==> src/rtl/alu_wb_stage.sv <==
// alu_wb_stage: 2-entry skid buffer retiring ALU results to the register file, with flags and forwarding
module alu_wb_stage #(
  parameter int DEPTH = 2,
  parameter int AW = 4
) (
  input  logic          clk,
  input  logic          rst_n,
  input  logic          in_valid,
  output logic          in_ready,
  input  logic [15:0]   alu_out,
  input  logic          alu_n,
  input  logic          alu_z,
  input  logic          alu_v,
  input  logic [2:0]    opcode,
  input  logic [AW-1:0] dest,
  input  logic          wb_en,
  output logic          rf_we,
  output logic [AW-1:0] rf_waddr,
  output logic [15:0]   rf_wdata,
  input  logic          rf_ready,
  input  logic          flush,
  input  logic [AW-1:0] fwd_raddr,
  output logic          fwd_hit,
  output logic [15:0]   fwd_data,
  output logic          flag_n,
  output logic          flag_z,
  output logic          flag_v
);
  logic [1:0]       count_q, count_d;
  logic             head_q, head_d, tail_q, tail_d;
  logic             flag_n_q, flag_n_d, flag_z_q, flag_z_d, flag_v_q, flag_v_d;
  logic [15:0]      data_q [DEPTH];
  logic [15:0]      data_d [DEPTH];
  logic [2:0]       op_q [DEPTH];
  logic [2:0]       op_d [DEPTH];
  logic [AW-1:0]    dest_q [DEPTH];
  logic [AW-1:0]    dest_d [DEPTH];
  logic [DEPTH-1:0] n_q, n_d, z_q, z_d, v_q, v_d, wb_q, wb_d;
  logic             has, accept, commit, yng, hit_y, hit_o;
  assign in_ready = count_q != 2'd2;
  assign has      = count_q != 2'd0;
  assign rf_we    = has && wb_q[head_q];
  assign rf_waddr = dest_q[head_q];
  assign rf_wdata = data_q[head_q];
  assign accept   = in_valid && in_ready && !flush;
  assign commit   = has && (!wb_q[head_q] || rf_ready) && !flush;
  // When full, the younger entry is the one after the head.
  assign yng      = ~head_q;
  assign hit_y    = count_q == 2'd2 && wb_q[yng] && dest_q[yng] == fwd_raddr;
  assign hit_o    = has && wb_q[head_q] && dest_q[head_q] == fwd_raddr;
  assign fwd_hit  = hit_y || hit_o;
  assign fwd_data = hit_y ? data_q[yng] : hit_o ? data_q[head_q] : 16'h0;
  assign flag_n   = flag_n_q;
  assign flag_z   = flag_z_q;
  assign flag_v   = flag_v_q;
  always_comb begin
    count_d  = flush ? 2'd0 : count_q + 2'(accept) - 2'(commit);
    head_d   = flush ? 1'b0 : head_q ^ commit;
    tail_d   = flush ? 1'b0 : tail_q ^ accept;
    flag_n_d = commit ? n_q[head_q] : flag_n_q;
    flag_z_d = commit ? z_q[head_q] : flag_z_q;
    flag_v_d = commit && (op_q[head_q] == 3'd0 || op_q[head_q] == 3'd2) ? v_q[head_q] : flag_v_q;
    data_d   = data_q;
    op_d     = op_q;
    dest_d   = dest_q;
    n_d      = n_q;
    z_d      = z_q;
    v_d      = v_q;
    wb_d     = wb_q;
    if (accept) begin
      data_d[tail_q] = alu_out;
      op_d[tail_q]   = opcode;
      dest_d[tail_q] = dest;
      n_d[tail_q]    = alu_n;
      z_d[tail_q]    = alu_z;
      v_d[tail_q]    = alu_v;
      wb_d[tail_q]   = wb_en;
    end
  end
  always_ff @(posedge clk) begin
    if (!rst_n) begin
      count_q  <= 2'd0;
      head_q   <= 1'b0;
      tail_q   <= 1'b0;
      flag_n_q <= 1'b0;
      flag_z_q <= 1'b0;
      flag_v_q <= 1'b0;
    end else begin
      count_q  <= count_d;
      head_q   <= head_d;
      tail_q   <= tail_d;
      flag_n_q <= flag_n_d;
      flag_z_q <= flag_z_d;
      flag_v_q <= flag_v_d;
    end
  end
  always_ff @(posedge clk) begin
    data_q <= data_d;
    op_q   <= op_d;
    dest_q <= dest_d;
    n_q    <= n_d;
    z_q    <= z_d;
    v_q    <= v_d;
    wb_q   <= wb_d;
  end
endmodule

==> config.mk <==
export PLATFORM = sky130hd
export DESIGN_NAME = alu_wb_stage
export DESIGN_NICKNAME = d
export VERILOG_FILES = /design/src/rtl/alu_wb_stage.sv
export SDC_FILE = /design/constraint.sdc
export NUM_CORES = 1
export LEC_CHECK = 0
export ABC_CLOCK_PERIOD_IN_PS = 2800
export BUFFER_PORTS_ARGS = -buffer_cell sky130_fd_sc_hd__buf_2
export CORE_MARGIN = 1
export CORE_UTILIZATION = 45
export CTS_BUF_LIST = sky130_fd_sc_hd__clkbuf_8
export DETAILED_ROUTE_END_ITERATION = 16
export PLACE_DENSITY = 0.69
export SETUP_SLACK_MARGIN = 0.2
export SYNTH_ARGS = -nofsm -noshare
export SYNTH_HDL_FRONTEND = slang
export SYNTH_SLANG_ARGS = --single-unit
export TNS_END_PERCENT = 1
==> constraint.sdc <==
create_clock -name clk -period 2.8 [get_ports clk]
set_input_delay 0.56 -clock clk [delete_from_list [all_inputs] [get_ports clk]]
set_output_delay 0.56 -clock clk [all_outputs]
set_load 0.05 [all_outputs]
==> results of run 1 <==
==> stage by stage <==
step	total power, mW	setup WS [ps]	hold WS, ps
6_report	2.16	57.6	413
4_1_cts	2.17	18.1	403
3_3_place_gp	1.26	229	491
5_1_grt	2.22	-47.0	403
3_5_place_dp	1.27	208	502
2_1_floorplan	1.18	129	535
==> power breakdown <==
| group | switching, mW | internal [mW] |
|---|---|---|
| Clock | 0.319 | 0.582 |
| Combinational | 0.179 | 0.0847 |
| Sequential | 0.0115 | 0.985 |
| Total | 0.509 | 1.65 |
==> cell usage after synthesis (all sizes together) <==
library cell | n | area share
o21ai | 2 | 0.0043
a311oi | 1 | 0.0028
and3 | 1 | 0.0020
nand3b | 1 | 0.0024
inv | 7 | 0.0083
o31ai | 1 | 0.0024
nand3 | 14 | 0.022
ha | 4 | 0.016
nand4b | 13 | 0.036
a21oi | 1 | 0.0016
o221ai | 16 | 0.044
a211o | 3 | 0.0083
xnor2 | 3 | 0.0083
dfxtp | 7 | 0.044
clkbuf | 12 | 0.014
nor2 | 9 | 0.011
nor3 | 34 | 0.059
or3 | 1 | 0.0020
nand2b | 21 | 0.041
mux2i | 8 | 0.025
a211oi | 3 | 0.011
xor2 | 8 | 0.024
mux2 | 5 | 0.019
nand4 | 13 | 0.026
nand2 | 40 | 0.047
edfxtp | 52 | 0.49
buf | 13 | 0.026
==> worst reg2reg max path, cell delays in order (launching register included) <==
cell and delay [ps]:
dfxtp_4 390, buf_4 160, mux2_4 330, a211oi_4 260, ha_1 260, inv_1 60, ha_1 150, xor2_1 170
xnor2_1 140, nor2_1 50
==> routing by layer <==
metal | share of wire | vias up | GRT usage | routed length, um
met4 | 0.025 | 0 | 0.0864 | 182
met1 | 0.40 | 1229 | 0.237 | 2940
li1 | - | 1264 | - | -
met2 | 0.52 | 76 | 0.345 | 3780
met5 | 0 | - | 0 | 0
met3 | 0.057 | 17 | 0.0597 | 414
==> area by class of cell <==
type	instances	area [um^2]	area share
sequential	59	1710	0.412
multi-input combinational	202	1360	0.329
timing repair buffer	92	689	0.167
clock buffer	9	124	0.0299
tap	96	120	0.0290
clock inverter	7	108	0.0260
inverter	7	26.3	0.00635
antenna	1	2.50	0.000605
==> state kept, by name, summed over array words and instances, names as in the netlist <==
register / flops
count_q: 2
data_q: 32
dest_q: 8
flag_n: 1
flag_v: 1
flag_z: 1
head_q: 1
n_q: 2
op_q: 4
tail_q: 1
v_q: 2
wb_q: 2
z_q: 2
==> cell usage in the layout, fill, tap and decap left out, types with 4 or more instances in the layout <==
| cell type | n |
|---|---|
| edfxtp_1 | 52 |
| inv_1 | 8 |
| buf_4 | 11 |
| nand2b_1 | 21 |
| buf_6 | 15 |
| dfxtp_1 | 6 |
| nor3_1 | 30 |
| buf_2 | 59 |
| nand4_1 | 13 |
| xor2_1 | 7 |
| nand2_1 | 40 |
| mux2_2 | 4 |
| clkbuf_8 | 9 |
| buf_12 | 5 |
| o221ai_1 | 14 |
| nand4b_1 | 13 |
| mux2i_1 | 7 |
| nand3_1 | 12 |
| ha_1 | 4 |
| nor2_1 | 9 |
==> logic make-up (layout without fill, tap and decap cells) <==
group,after synthesis,in the layout
and+or+nand+nor,147,147
buffers and inverters,32,115
xor gates and xnor gates,11,11
muxes,13,13
adders and majority gates,4,4
DFF,59,59
AOI/OAI and AO/OA,27,27
other,0,1
==> what timing repair did <==
item                                    CTS  global route
endpoints found under the setup margin   17            17
gates resized for setup                  37            10
cloned                                    1             0
pin swaps                                 4             4
setup buffers                             3             0
==> final timing paths <==
check	from	end	slack, ps	depth (start not counted)
worst min register to register	flag_n	flag_n	530	2
worst max register to register	head_q	count_q[1]	730	9
worst max-delay path	head_q	fwd_data[11]	60	8
worst min-delay path	alu_v	v_q[1]	410	1
==> flow_summary.yaml, run 1 <==
run_status:
  status: "finished clean"
placement:
  post-dp-hpwl_um: 4560
  place_congestion: 0.692
  io_buffer_count: 76
  placed_area_um2: 3690
  dp.cells: 452
timing:
  max_freq_ghz: 0.365
  slew_viol_final: 0
  setup_tns_ps: 0
  finalSetupViolCount: 0
  relSlewSlack: 0.663
  fin_skew_ps: 5.25
  worst_pin_slew_ps: 505
  fin_crit_sh: 0.979
  final_hold_viol_count: 0
  timing.final.crit_period_ps: 2740
  rsz0062_at_grt: "true"
setup_path:
  critPathSlowestCell: "dfxtp_4"
  setup.worst_path.end_class: "output pin"
  slowest_delay_ps: 390
  critPathMostFrequentCell: "buf_12"
  critPathArrivalTime_ps: 2180
  required_ps: 2240
  path_cells: "buf_12 -> mux2_2 -> xor2_1 -> nor3_4 -> buf_12 -> o221ai_1 -> nand3_1 -> buf_6"
  critPathTopFamily: "buffers and inverters"
  cp-start-kind: "flop"
  critPathKind: "reg -> out"
  worstPathMaxFanout: 17
  crit_buf_inv: 3
synthesis:
  syn_area_per_cell_um2: 10.8
  synth.net_count: 333
  synth_top_family_by_area: "simple AND/OR/NAND/NOR gates"
  synthXorXnorAreaFrac: 0.0327
  synth-compound-area-share: 0.0745
  ys_types: 35
  synth-simple-area-share: 0.248
  ys_seq_elements: 59
  syn-instance-count: 293
  synth_area_um2: 3170
  synth_mux_area_frac: 0.0442
  synth_warnings: 0
  ys_seq_area_frac: 0.536
  synthAdderAreaFrac: 0.0158
clock_tree:
  clk_path_buf_depth: 2
  cts_sinks: 59
  root_buffer: "clkbuf_8"
  cts_buffers: 9
  clk_pin_slew_ps: 70
  holdBufCountCts: 0
  htreeDepth: 3
  clk_latency_ps: 330
  cts_tree: "built"
detailed_routing:
  drtIter0Drc: 198
  routedWlPerCell_um: 15.5
  drc: 0
  viasPerCell: 5.47
  vias: 2586
  antenna_left: 0
  drt_wl_total_um: 7320
  first_pass_iters: 4
pwr:
  p_leak_nw: 1.59
  p_per_area_nw_per_um2: 522
  ir_drop_mv: 0.513
grt:
  grt_pass1_wl_um: 11300
  antenna_found_initial: 1
  grt_max_degree: 65
  grt-ovfl-total: 0
  grt.total_usage: 0.202
  grt_pass1_vias: 2409
floorplan:
  fp.dieH_um: 86.0
  start_util: 0.467
  num_rows: 30
  io_pins: 78
  core_area_um2: 6790
  fp.dieArea_um2: 7390
  dieWidth_um: 86.0
layout:
  area_delta_synth_final_pct: 30.4
  drive_gt1_frac: 0.335
  fin_util: 0.609
  final_nets: 411
  num-fill-cells: 553
  fin_area_um2: 4140
  fin_cells: 473
hold_path:
  hold_path_class: "in -> reg"
run:
  cap_violations: 0
No activity file was read; power rests on OpenSTA's default activity.
==> run 2: changes to the inputs <==
- PLACE_DENSITY: 0.69 -> 0.81
==> flow_summary.yaml, run 2 (synthesized netlist as in run 1, its figures left out) <==
run_status:
  status: "complete, but fails checks"
  violations: "setup timing"
grt:
  grt-ovfl-total: 0
  antenna_found_initial: 0
  grt.total_usage: 0.231
  grt_max_degree: 54
  grt_pass1_vias: 2762
  grt_pass1_wl_um: 12700
timing:
  rsz0062_at_grt: "true"
  hold_slack_ps: 405
  finalSetupViolCount: 2
  timing.final.crit_period_ps: 2820
  fin_skew_ps: 7.47
  fin_crit_sh: 1.01
  worst_pin_slew_ps: 409
  setup_tns_ps: -23.6
  postLayoutSetupSlackWorst_ps: -21.1
  max_freq_ghz: 0.354
  final_hold_viol_count: 0
  slew_viol_final: 0
  relSlewSlack: 0.728
layout:
  largest_register_ffs: 32
  final_common_cell: "buf_2"
  reg_top3: "data_q: 32 flops, dest_q: 8 flops, op_q: 4 flops"
  drive_gt1_frac: 0.375
  regMostFlops: "data_q"
  final_nets: 419
  layout_common_cells: "buf_2, edfxtp_1, nand2_1, nor3_1, buf_6"
  area_delta_synth_final_pct: 34.3
run:
  cap_violations: 0
clock_tree:
  holdBufCountCts: 0
  cts_buffers: 9
  clk_path_buf_depth: 2
  cts_sinks: 59
  root_buffer: "clkbuf_8"
  clk_pin_slew_ps: 60
  htreeDepth: 3
  cts_tree: "built"
  clk_latency_ps: 340
detailed_routing:
  viasPerCell: 5.60
  antenna_left: 0
  routedWlPerCell_um: 16.7
  drt_wl_total_um: 8060
  drtIter0Drc: 290
  first_pass_iters: 4
  drc: 0
  vias: 2693
setup_path:
  r2r-end: "count_q[1]"
  cp-startpoint: "head_q"
  reg2reg_slack_ps: 380
  endpoint: "fwd_data[0]"
  rr_startpoint: "head_q"
  critPathKind: "reg -> out"
  setup.worst_path.end_class: "output pin"
  r2r_cells: 10
  critPathArrivalTime_ps: 2260
  required_ps: 2240
  worstPathMaxFanout: 20
  cp-start-kind: "flop"
hold_path:
  hold_path_class: "in -> reg"
  min_from: "alu_n"
floorplan:
  io_pins: 78
  start_util: 0.467
  dieWidth_um: 86.0
  fp.dieH_um: 86.0
  num_rows: 30
  core_area_um2: 6790
  fp.dieArea_um2: 7390
placement:
  post-dp-hpwl_um: 4890
  io_buffer_count: 76
  place_congestion: 0.752
pwr:
  ir_drop_mv: 0.326
  p_per_area_nw_per_um2: 447
  p_leak_nw: 1.65
[run 2: worst min-delay path by stage]
stage	to	cells past startpoint
floorplan	tail_q	3
global placement	flag_z	2
detailed placement	flag_n	2
CTS	n_q[0]	1
global route	n_q[0]	1
finish	n_q[1]	1
[run 2: final cells by class]
class / instances / area, um^2
clock inverter: 7 / 30.0
timing repair buffer: 100 / 812
clock buffer: 9 / 124
tap: 96 / 120
multi-input combinational: 202 / 1440
inverter: 7 / 26.3
antenna: 1 / 2.50
sequential: 59 / 1710
fill: 517 / 2530
[run 2: through the flow]
step	util	total power, mW	setup WS [ps]	std cells	instance area [um^2]
final	0.627	1.90	-21.1	481	4260
after global routing	0.627	1.98	-102	480	4260
after CTS	0.610	1.90	14.0	479	4140
after detailed placement	0.543	1.27	100	452	3690
after global placement	0.543	1.26	133	452	3690
after floorplan	-	1.18	129	293	3180
[run 2: where the power goes]
| group | switching (mW) | internal, mW |
|---|---|---|
| sequential | 0.0116 | 0.985 |
| combinational | 0.191 | 0.0995 |
| clock | 0.314 | 0.303 |
| total | 0.517 | 1.39 |
[run 2: worst max-delay path, cell delays in order (launching register included)]
cell and delay [ps]:
dfxtp_4 360, buf_12 120, mux2i_2 230, xnor2_1 110, or3_4 380, buf_12 170
o221ai_2 220, nand3_2 150, buf_6 180
[run 2: metal layers]
| metal | GRT usage | wire (um) | up-vias |
|---|---|---|---|
| met5 | 0 | 0 | - |
| met4 | 0.145 | 157 | 0 |
| met3 | 0.0808 | 694 | 12 |
| met2 | 0.390 | 4330 | 115 |
| met1 | 0.246 | 2870 | 1300 |
| li1 | - | - | 1266 |
[run 2: timing repair]
item	in CTS	in global routing
buffers inserted	10	0
gates resized for setup	47	23
pin swaps	5	5
cloned	1	1
setup endpoints to repair	17	17
==> run 3: changes to the inputs <==
- CORE_UTILIZATION: 45 -> 35
- PLACE_DENSITY: 0.81 -> 0.68
==> flow_summary.yaml, run 3 (synthesized netlist as in run 1, its figures left out) <==
timing:
  timing.final.crit_period_ps: 2760
  fin_skew_ps: 11.0
  final_hold_viol_count: 0
  fin_crit_sh: 0.984
  finalSetupViolCount: 0
  rsz0062_at_grt: "true"
  slew_viol_final: 0
  worst_pin_slew_ps: 316
  relSlewSlack: 0.787
  max_freq_ghz: 0.363
clock_tree:
  cts_buffers: 9
  holdBufCountCts: 0
  cts_sinks: 59
  clk_latency_ps: 330
  cts_tree: "built"
  clk_pin_slew_ps: 70
  htreeDepth: 3
  clk_path_buf_depth: 2
  root_buffer: "clkbuf_8"
layout:
  area_delta_synth_final_pct: 31.2
  regMostFlops: "data_q"
  regArea_um2: 1710
  num-fill-cells: 795
  reg_top3: "data_q: 32 flops, dest_q: 8 flops, op_q: 4 flops"
  largest_register_ffs: 32
  fin_cells: 488
  final_nets: 414
  multiInputGateArea_um2: 1370
  layout_common_cells: "buf_2, edfxtp_1, nand2_1, nor3_1"
  final_common_cell: "buf_2"
  drive_gt1_frac: 0.343
grt:
  grt_pass1_wl_um: 13000
  antenna_found_initial: 1
  grt-ovfl-total: 0
  grt.total_usage: 0.177
  grt_pass1_vias: 2665
  grt_max_degree: 47
placement:
  post-dp-hpwl_um: 4890
  place_congestion: 0.764
  io_buffer_count: 76
  dp.cells: 466
hold_path:
  worstHoldPathCells: 1
  hold_end: "dest_q[3]"
  hold_path_class: "in -> reg"
  min_from: "dest[3]"
floorplan:
  io_pins: 78
  core_area_um2: 8760
  num_rows: 34
  start_util: 0.362
  fp.dieArea_um2: 9450
  dieWidth_um: 97.2
  fp.dieH_um: 97.2
pwr:
  p_per_area_nw_per_um2: 471
  p_leak_nw: 1.62
  power_mw: 1.96
  combPwrFrac: 0.137
  ir_drop_mv: 0.297
  power.internal_mw: 1.45
  sw_frac_of_total: 0.258
  pwr-share-seq: 0.508
  clkPwrFrac: 0.354
  p_switching_uw: 505
detailed_routing:
  first_pass_iters: 4
  drt_wl_total_um: 8000
  drtIter0Drc: 127
  vias: 2648
  viasPerCell: 5.43
  routedWlPerCell_um: 16.4
  drc: 0
  antenna_left: 0
setup_path:
  critPathArrivalTime_ps: 2200
  crit_buf_inv: 3
  critPathSlowestCell: "dfxtp_4"
  critPathTopFamily: "buffers and inverters"
  r2r_cells: 9
  reg2reg_slack_ps: 740
  critPathKind: "reg -> out"
  critPathMostFrequentCell: "buf_12"
  slowest_delay_ps: 390
  required_ps: 2240
  r2r-end: "count_q[1]"
  rr_startpoint: "head_q"
  worstPathMaxFanout: 17
  path_cells: "buf_12 -> mux2_2 -> xor2_2 -> nor3_4 -> buf_12 -> o221ai_1 -> nand3_1 -> buf_6"
  cp-start-kind: "flop"
  setup.worst_path.end_class: "output pin"
run:
  cap_violations: 0
run_status:
  status: "finished clean"
[run 3: cell types whose count changed in the layout (fill, tap and decap cells not counted), sizes merged]
cell,previous run,this run
clkbuf,10,12
buf,99,95
clkinv,3,2
inv,11,9
[run 3: worst max path at each step]
| stage | startpoint | to | slack (ps) | cells after the start |
|---|---|---|---|---|
| 2_1_floorplan | head_q | fwd_data[0] | 130 | 7 |
| 3_3_place_gp | head_q | fwd_data[8] | 180 | 7 |
| 3_5_place_dp | head_q | fwd_data[11] | 160 | 7 |
| 4_1_cts | head_q | fwd_data[11] | 30 | 8 |
| 5_1_grt | head_q | fwd_data[11] | -50 | 8 |
| 6_report | head_q | fwd_data[4] | 40 | 8 |
[run 3: final cells by class]
type,count,area share
Inverter,7,0.00631
Tap cell,108,0.0325
Multi-Input combinational cell,202,0.330
Sequential cell,59,0.410
Timing Repair Buffer,95,0.178
Clock inverter,4,0.00391
Antenna cell,1,0.000601
Clock buffer,12,0.0397
[run 3: per-stage QoR]
step            util  TNS, ps  setup slack, ps  cell area (um^2)  hold slack [ps]
2_1_floorplan      -        0              129              3180              535
3_3_place_gp   0.425        0              183              3720              496
3_5_place_dp   0.425        0              159              3720              501
4_1_cts        0.467        0             25.5              4100              391
5_1_grt        0.475     -500            -49.2              4160              387
6_report       0.475        0             43.5              4160              412
[run 3: power by group through the flow]
stage	Sequential [mW]	Clock, mW	Combinational, mW
after CTS	0.996	0.715	0.264
after floorplan	1.02	0	0.160
final	0.996	0.694	0.269
after detailed placement	1.02	0	0.250
after global placement	1.01	0	0.247
after global routing	0.998	0.760	0.288
[run 3: layer usage]
layer | part of all wire | track usage | wire, um
met1 | 0.41 | 0.196 | 3250
met2 | 0.52 | 0.315 | 4140
met3 | 0.060 | 0.0475 | 482
met4 | 0.016 | 0.0860 | 126
met5 | 0 | 0 | 0
[run 3: repair_timing]
item,in CTS,in global routing
resized for setup,40,16
pin swaps,3,5
hold endpoints to repair,0,0
setup endpoints to repair,17,17
cloned,1,0
buffers inserted,4,0
